--- src/rtl/secure_frv_masked_bitwise_pipe.sv ---
// -----------------------------------------------------------------------------
// secure_frv_masked_bitwise_pipe
//
// Purpose: two-share (domain A / domain B) masked bitwise unit for the FRV
// secure datapath. Supports AND, OR, ANDN (x & ~y), XOR and REFRESH(x).
// Nonlinear ops use a reduced-randomness DOM AND that consumes two fresh
// N-bit masks (z0, z1) per operation. Two-stage pipeline with valid/ready
// handshakes on both sides and a throughput of one op per cycle.
//
// Ports:
//   g_clk      in   clock, rising edge
//   g_resetn   in   asynchronous active-low reset
//   flush      in   synchronous kill of both pipeline stages
//   in_valid   in   operation request
//   in_ready   out  stage 1 can take a request this cycle
//   op         in   0=AND 1=OR 2=ANDN 3=XOR 4=REFRESH, 5-7 act as XOR
//   ax, bx     in   operand x shares, domain A / domain B
//   ay, by     in   operand y shares, domain A / domain B
//   rnd_valid  in   z0/z1 hold fresh randomness
//   z0, z1     in   fresh masks
//   rnd_taken  out  accept strobe; the mask source advances next cycle
//   out_valid  out  result shares valid
//   out_ready  in   consumer takes the result
//   qx, qy     out  result shares, domain A / domain B
// -----------------------------------------------------------------------------
module secure_frv_masked_bitwise_pipe #(
    parameter int N = 32
) (
    input  logic         g_clk,
    input  logic         g_resetn,
    input  logic         flush,
    input  logic         in_valid,
    output logic         in_ready,
    input  logic [2:0]   op,
    input  logic [N-1:0] ax,
    input  logic [N-1:0] bx,
    input  logic [N-1:0] ay,
    input  logic [N-1:0] by,
    input  logic         rnd_valid,
    input  logic [N-1:0] z0,
    input  logic [N-1:0] z1,
    output logic         rnd_taken,
    output logic         out_valid,
    input  logic         out_ready,
    output logic [N-1:0] qx,
    output logic [N-1:0] qy
);

    localparam logic [2:0] OP_AND     = 3'd0;
    localparam logic [2:0] OP_OR      = 3'd1;
    localparam logic [2:0] OP_ANDN    = 3'd2;
    localparam logic [2:0] OP_REFRESH = 3'd4;

    logic         s1_valid_q, s1_valid_d;
    logic         s2_valid_q, s2_valid_d;
    logic [2:0]   op_q;
    logic [N-1:0] ax_q, bx_q, ay_q, by_q;
    logic [N-1:0] t0_q, t1_q, t2_q, t3_q;
    logic [N-1:0] t0_d, t1_d, t2_d, t3_d;
    logic [N-1:0] ax_m, ay_m;
    logic [N-1:0] qx_q, qy_q, qx_d, qy_d;
    logic         adv2, accept, move;
    logic         nl_in, nl_s1;

    assign adv2      = !s2_valid_q || out_ready;
    assign in_ready  = !s1_valid_q || adv2;
    assign accept    = in_valid && in_ready && rnd_valid && !flush;
    assign move      = s1_valid_q && adv2;
    assign rnd_taken = accept;

    assign nl_in = (op == OP_AND) || (op == OP_OR) || (op == OP_ANDN);
    assign nl_s1 = (op_q == OP_AND) || (op_q == OP_OR) || (op_q == OP_ANDN);

    // De Morgan: OR becomes ~(~x & ~y), ANDN becomes x & ~y. Inverting only
    // the domain-A share inverts the shared value without touching domain B.
    always_comb begin
        ax_m = (op == OP_OR) ? ~ax : ax;
        ay_m = ((op == OP_OR) || (op == OP_ANDN)) ? ~ay : ay;
    end

    // Stage-1 terms. t1/t3 carry the cross-domain share already masked by z0,
    // so no A/B combination ever exists unmasked.
    always_comb begin
        t1_d = by ^ z0;
        t3_d = ay_m ^ z0;
        if (nl_in) begin
            t0_d = (ax_m & z0) ^ z1;
            t2_d = (bx & z0) ^ z1;
        end else if (op == OP_REFRESH) begin
            t0_d = ax_m ^ z0;
            t2_d = bx ^ z0;
        end else begin
            t0_d = ax_m ^ ay_m;
            t2_d = bx ^ by;
        end
    end

    // Stage-2 DOM recombination; the OR output inversion undoes De Morgan.
    always_comb begin
        if (nl_s1) begin
            qx_d = ((t1_q ^ ay_q) & ax_q) ^ t0_q;
            qy_d = ((t3_q ^ by_q) & bx_q) ^ t2_q;
        end else begin
            qx_d = t0_q;
            qy_d = t2_q;
        end
        if (op_q == OP_OR) begin
            qx_d = ~qx_d;
        end
    end

    always_comb begin
        s1_valid_d = s1_valid_q;
        s2_valid_d = s2_valid_q;
        if (flush) begin
            s1_valid_d = 1'b0;
            s2_valid_d = 1'b0;
        end else begin
            if (accept) begin
                s1_valid_d = 1'b1;
            end else if (move) begin
                s1_valid_d = 1'b0;
            end
            if (move) begin
                s2_valid_d = 1'b1;
            end else if (out_ready) begin
                s2_valid_d = 1'b0;
            end
        end
    end

    always_ff @(posedge g_clk or negedge g_resetn) begin
        if (!g_resetn) begin
            s1_valid_q <= 1'b0;
            s2_valid_q <= 1'b0;
        end else begin
            s1_valid_q <= s1_valid_d;
            s2_valid_q <= s2_valid_d;
        end
    end

    always_ff @(posedge g_clk or negedge g_resetn) begin
        if (!g_resetn) begin
            op_q <= '0;
            ax_q <= '0;
            bx_q <= '0;
            ay_q <= '0;
            by_q <= '0;
            t0_q <= '0;
            t1_q <= '0;
            t2_q <= '0;
            t3_q <= '0;
        end else if (accept) begin
            op_q <= op;
            ax_q <= ax_m;
            bx_q <= bx;
            ay_q <= ay_m;
            by_q <= by;
            t0_q <= t0_d;
            t1_q <= t1_d;
            t2_q <= t2_d;
            t3_q <= t3_d;
        end
    end

    // Result shares only change on a stage move, so they hold while stalled.
    always_ff @(posedge g_clk or negedge g_resetn) begin
        if (!g_resetn) begin
            qx_q <= '0;
            qy_q <= '0;
        end else if (move) begin
            qx_q <= qx_d;
            qy_q <= qy_d;
        end
    end

    assign out_valid = s2_valid_q;
    assign qx        = qx_q;
    assign qy        = qy_q;

endmodule

--- config.mk ---
export PLATFORM = sky130hd
export DESIGN_NAME = secure_frv_masked_bitwise_pipe
export DESIGN_NICKNAME = d
export VERILOG_FILES = /design/src/rtl/secure_frv_masked_bitwise_pipe.sv
export SDC_FILE = /design/constraint.sdc
export NUM_CORES = 1
export LEC_CHECK = 0
export ABC_CLOCK_PERIOD_IN_PS = 3950
export CORE_AREA = 3 3 189 191
export CTS_BUF_LIST = sky130_fd_sc_hd__clkbuf_2 sky130_fd_sc_hd__clkbuf_4 sky130_fd_sc_hd__clkbuf_8
export DETAILED_ROUTE_END_ITERATION = 7
export DIE_AREA = 0 0 192 194
export GPL_ROUTABILITY_DRIVEN = 0
export HOLD_SLACK_MARGIN = 0.1
export PLACE_DENSITY = 0.85
export SLEW_MARGIN = 20
export SYNTH_ARGS = -nofsm -noshare
export SYNTH_HDL_FRONTEND = slang
export SYNTH_SLANG_ARGS = --single-unit
export TNS_END_PERCENT = 30
--- constraint.sdc ---
create_clock -name g_clk -period 3.95 [get_ports g_clk]
set_clock_uncertainty 0.15 [all_clocks]
set_input_delay 0.5925 -clock g_clk [delete_from_list [all_inputs] [get_ports g_clk]]
set_output_delay 0.5925 -clock g_clk [all_outputs]
set_load 0.03 [all_outputs]
==> results of run 1 <==
==> placed cells by master (no fill, tap or decap) <==
cell and n:
clkinv_2 4, clkbuf_4 10, or2_2 1, nor2_4 2
o21ai_1 202, o21a_1 19, o211ai_1 32, xor2_1 160
nand2_1 523, xnor3_1 32, a211o_4 1, nor2_1 60
buf_4 20, inv_4 1, clkdlybuf4s50_1 264, dfrtp_1 325
a21oi_4 2, nand3_1 77, buf_8 1, nor2b_1 19
nor2b_4 1, o21ai_0 105, diode_2 3, buf_12 11
dlygate4sd3_1 1, nand2b_4 1, nor3b_2 2, a31oi_1 51
xnor2_1 289, a21oi_1 65, a21o_2 1, clkbuf_8 81
==> cell type report <==
| cell class | instances | area, um2 |
|---|---|---|
| flip-flops and latches | 325 | 8133 |
| inverters | 1 | 6.256 |
| clock inverters | 4 | 20.02 |
| well taps | 455 | 569.3 |
| clock buffers | 91 | 1190 |
| repair buffers | 297 | 3038 |
| diodes | 3 | 7.507 |
| multi-input cells | 1645 | 10050 |
| fillers | 2616 | 11270 |
==> metal layers <==
layer | GRT usage | vias up | share of wire
met4 | 0.09255 | 2 | 0.026
met1 | 0.3630 | 7481 | 0.42
li1 | - | 7384 | -
met5 | 0 | - | 0.00020
met2 | 0.4367 | 620 | 0.48
met3 | 0.04647 | 106 | 0.076
==> critical path: cells and delay by family <==
kind                   cells  cell delay (ps)
AO/OA/AOI/OAI              1              380
buffers and inverters      3             1030
AND/OR/NAND/NOR            1               60
==> flip-flops by register name, indices dropped and copies added (netlist names), 3 cells and up <==
signal / cells
bx_q: 32
qy: 32
by_q: 32
t0_q: 32
t2_q: 32
t3_q: 32
t1_q: 32
ay_q: 32
qx: 32
ax_q: 32
op_q: 3
==> power by group <==
group | internal, mW | leakage, nW | switching (mW) | total, mW
Combinational | 1.55 | 5.28 | 1.88 | 3.43
Clock | 1.88 | 0.644 | 1.36 | 3.24
Sequential | 4.06 | 4.02 | 0.485 | 4.54
Total | 7.49 | 9.94 | 3.72 | 11.2
==> how the worst max path moves through the flow <==
stage	startpoint	endpoint	slack (ps)
6_report	out_ready	rnd_taken	1140
4_1_cts	out_ready	rnd_taken	1140
3_5_place_dp	op[2]	ax_q[5]	900
2_1_floorplan	out_valid	rnd_taken	1630
3_3_place_gp	op[2]	ax_q[13]	950
5_1_grt	out_valid	rnd_taken	1110
==> cell families (layout without fill, tap and decap cells) <==
family / count (synthesis) / after routing / share of synthesized area
other: 0 / 3 / 0
AND/OR/NAND/NOR: 686 / 686 / 0.1451
flip-flops: 325 / 325 / 0.4289
XOR/XNOR: 481 / 481 / 0.2454
AO/OA/AOI/OAI: 478 / 478 / 0.1370
buffers and inverters: 182 / 393 / 0.04355
==> results.yml, run 1 <==
status:
  status: "finished clean"
placement:
  placed_cells: 2722
  place_ws_ps: 901.9
  port_buffers: 267
  hpwl_um: 32680
  post_dp_cell_area_um2: 21790
logic_synthesis:
  ys_seq_elements: 325
  synth.avg_cell_area_um2: 8.811
  yosysUniqueCellTypes: 29
  synth_top_area_share: 0.4289
  synth_most_common_cell: "nand2_1"
  synth-async-reset-ratio: 1.000
  synth_ff_type: "dfrtp_1"
  syn_nets: 2353
  ys_top_cells_by_area: "dfrtp_1 (43%), xnor2_1 (13%), nand2_1 (10%)"
  synth_top_area_cell: "dfrtp_1"
  synth_common_cells: "nand2_1 (523), dfrtp_1 (325), xnor2_1 (289)"
  synth_edf_count: 0
  ys_seq_area_frac: 0.4289
  synthCells: 2152
  syn_area_um2: 18960
  yosysWarnings: 0
clock_tree:
  cts_resized: 0
  cts.clk_slew.worst_paths_ps: 50
  cts_tree: "yes"
  clockRootBuffer: "clkbuf_8"
  cts_setup_buffers: 0
  clk_latency_ps: 580
  clk_path_buf_depth: 3
  cts.sinks: 325
  h-tree-depth: 2
  hold_buffers: 1
  numCtsBuffers: 56
min_path:
  hp-start: "bx_q[19]"
  hp-class: "reg -> reg"
  hold_depth: 2
  whs_endpoint: "bx_q[19]"
timing:
  finalHoldViolCount: 0
  setup_tns_ps: 0
  fin_ws_ps: 1135
  max_freq_mhz: 355.3
  min_period_ps: 2815
  worst_pin_slew_ps: 995.5
  rsz0062_at_grt: "no"
  maxSlewViolCount: 0
  maxSlewHeadroom: 0.3349
  finalHoldWorstSlack_ps: 322.3
  post-route-period-util: 0.7126
  setup_viol_count_final: 0
drt:
  drt_iter0_markers: 1210
  drt-total-wl_um: 49930
  post_drt_wl_per_cell_um: 17.70
  route.detailed.drc: 0
  avgViaCountPerCell: 5.527
  first_pass_iters: 8
  vias: 15590
  ant_nets: 0
global_route:
  grt_max_degree: 193
  grt_overflow: 0
  track_usage: 0.2679
  first_global_vias: 15540
  grt_pass1_wl_um: 80900
  antenna_found_initial: 4
critical_path:
  r2r_setup_slack_ps: 1620
  rr_worst_depth: 6
  critPathKind: "in -> out"
  crit_path_cell_trace: "clkdlybuf4s50_1 > nor2b_4 > a211o_4 > inv_4 > buf_4"
  cp_max_fo: 22
  required_ps: 3210
  cp-end-kind: "output pin"
  r2r-start: "out_valid"
  cp.arrival_ps: 2070
  critPathLaunchType: "input port"
  critPathSlowestCell: "clkdlybuf4s50_1"
  r2r_end: "t2_q[24]"
  critPathMaxStageDelay_ps: 500
final_layout:
  stdcell_count: 2821
  design_area_um2: 23010
  fin_nets: 2527
  drive_above_1_share: 0.05882
  syn_to_final_growth_pct: 21.37
  fin_util: 0.6712
run:
  max-cap-violations: 0
die:
  rows: 68
  fp.dieW_um: 192
  core_um2: 34290
  die_area_um2: 37250
  ioPinCount: 268
  dieHeight_um: 194
  start_util: 0.5530
power:
  power_density_nw_per_um2: 487.0
  finalPower_mw: 11.21
  ir_drop_mv: 0.4056
  p_leak_nw: 9.940
(Power assumes the default switching activity.)
==> inputs of run 2 (changes only) <==
Settings changed: ABC_CLOCK_PERIOD_IN_PS 3950 to 2500, CORE_AREA 3 3 189 191 to 3 3 195 197, DIE_AREA 0 0 192 194 to 0 0 198 200, PLACE_DENSITY 0.85 to 0.84.
Clock period 3.95 ns to 2.5 ns, I/O delays scaled along.
==> results.yml, run 2 (synthesis gave the netlist of run 1 again) <==
critical_path:
  r2r-start: "op_q[2]"
  cp-end-kind: "output pin"
  cp_max_fo: 4
  r2r_setup_slack_ps: 480
  cp_top_family: "buffers and inverters"
  cp.arrival_ps: 1890
  cp-startpoint: "out_valid"
  critPathSlowestCell: "clkdlybuf4s50_1"
  critPathKind: "reg -> out"
  required_ps: 1980
  critPathMaxStageDelay_ps: 680
  crit_buf_inv: 1
  rr_worst_depth: 5
  crit_path_cell_trace: "nor2b_4 > nand2_1 > clkdlybuf4s50_1"
  r2r_end: "qx[8]"
  critPathLaunchType: "flip-flop"
timing:
  max_freq_mhz: 413.5
  setup_tns_ps: 0
  min_period_ps: 2418
  rsz0062_at_grt: "no"
  maxSlewViolCount: 0
  finalHoldViolCount: 0
  post-route-period-util: 0.9672
  setup_viol_count_final: 0
  maxSlewHeadroom: 0.6088
  finalHoldWorstSlack_ps: 167.0
  worst_pin_slew_ps: 586.8
run:
  max-cap-violations: 0
power:
  p_int_mw: 11.77
  p_clk_frac: 0.283
  p_leak_nw: 10.10
  p_switching_mw: 5.930
  pwr-share-seq: 0.406
  finalPower_mw: 17.70
  power_density_nw_per_um2: 757.6
  comb_power_share: 0.311
  ir_drop_mv: 0.4012
  swShare: 0.3350
global_route:
  grt_max_degree: 83
  antenna_found_initial: 2
  first_global_vias: 16280
  grt_overflow: 0
  track_usage: 0.2618
  grt_pass1_wl_um: 83100
drt:
  drt-total-wl_um: 51880
  first_pass_iters: 5
  route.detailed.drc: 0
  post_drt_wl_per_cell_um: 18.15
  ant_nets: 0
  avgViaCountPerCell: 5.573
  drt_iter0_markers: 930
  vias: 15930
final_layout:
  syn_to_final_growth_pct: 23.21
  design_area_um2: 23360
  nFillCells: 2831
  seqCellArea_um2: 8133
  multi_input_area_um2: 10050
  fin_nets: 2551
  layout_common_cells: "nand2_1 (523), dfrtp_1 (325), xnor2_1 (289)"
  final_common_cell: "nand2_1"
  drive_above_1_share: 0.06868
clock_tree:
  h-tree-depth: 2
  numCtsBuffers: 55
  cts_tree: "yes"
  cts.sinks: 325
  clockRootBuffer: "clkbuf_8"
  clk_path_buf_depth: 3
  clk_latency_ps: 600
  cts.clk_slew.worst_paths_ps: 60
die:
  fp.dieW_um: 198
  dieHeight_um: 200
  start_util: 0.5204
  die_area_um2: 39600
  core_um2: 36430
  ioPinCount: 268
  rows: 70
placement:
  port_buffers: 267
  post_dp_cell_area_um2: 22170
  hpwl_um: 35120
min_path:
  hp-class: "in -> async"
status:
  status: "finished clean"
## run 2: routing by layer
| metal | track usage | part of all wire | vias to the layer above |
|---|---|---|---|
| met5 | 0 | 0 | - |
| met4 | 0.1166 | 0.038 | 0 |
| met3 | 0.04465 | 0.077 | 160 |
| met2 | 0.4445 | 0.49 | 680 |
| met1 | 0.3321 | 0.40 | 7662 |
| li1 | - | - | 7425 |
## run 2: power by group through the flow
stage / registers (mW) / clock network [mW] / logic (mW)
final: 7.18 / 5.00 / 5.51
after global routing: 7.31 / 5.33 / 6.03
after CTS: 7.18 / 5.10 / 5.55
after detailed placement: 7.26 / 0 / 5.51
after global placement: 7.19 / 0 / 5.34
after floorplan: 7.80 / 0 / 2.77
## run 2: final cells by class
cell class,count,share of cell area
tap,468,0.02507
timing repair buffer,322,0.1460
clock buffer,88,0.04702
inverter,1,0.0004820
multi-input combinational,1645,0.4302
antenna,2,0.0002142
clock inverter,7,0.002892
sequential,325,0.3481
## run 2: stage by stage
step           cells  setup slack [ps]  utilization
2_1_floorplan   2152             396.3            -
3_3_place_gp    2759             161.6       0.6083
4_1_cts         2856             29.39       0.6410
3_5_place_dp    2759             92.36       0.6083
5_1_grt         2858            0.9757       0.6412
6_report        2858             81.88       0.6412
## run 2: how the worst max path moves through the flow
stage          slack (ps)        end  depth (start not counted)
5_1_grt                 1   in_ready                          3
3_3_place_gp          160    t2_q[4]                          7
6_report               80   in_ready                          3
2_1_floorplan         400  rnd_taken                          6
4_1_cts                30  rnd_taken                          4
3_5_place_dp           90    t2_q[4]                          7
## run 2: repair_timing
| action | 4_1_cts | 5_1_grt |
|---|---|---|
| buffers inserted | 0 | 0 |
| resized for setup | 2 | 0 |
| hold endpoints to repair | 303 | 0 |
| hold buffers | 2 | 0 |
| endpoints found under the setup margin | 1 | 0 |
==> inputs of run 3 (changes only) <==
Settings changed: HOLD_SLACK_MARGIN 0.1 to 0.15.
==> results of run 3 <==
The final DEF is identical to that of run 2; final timing and power are the same.
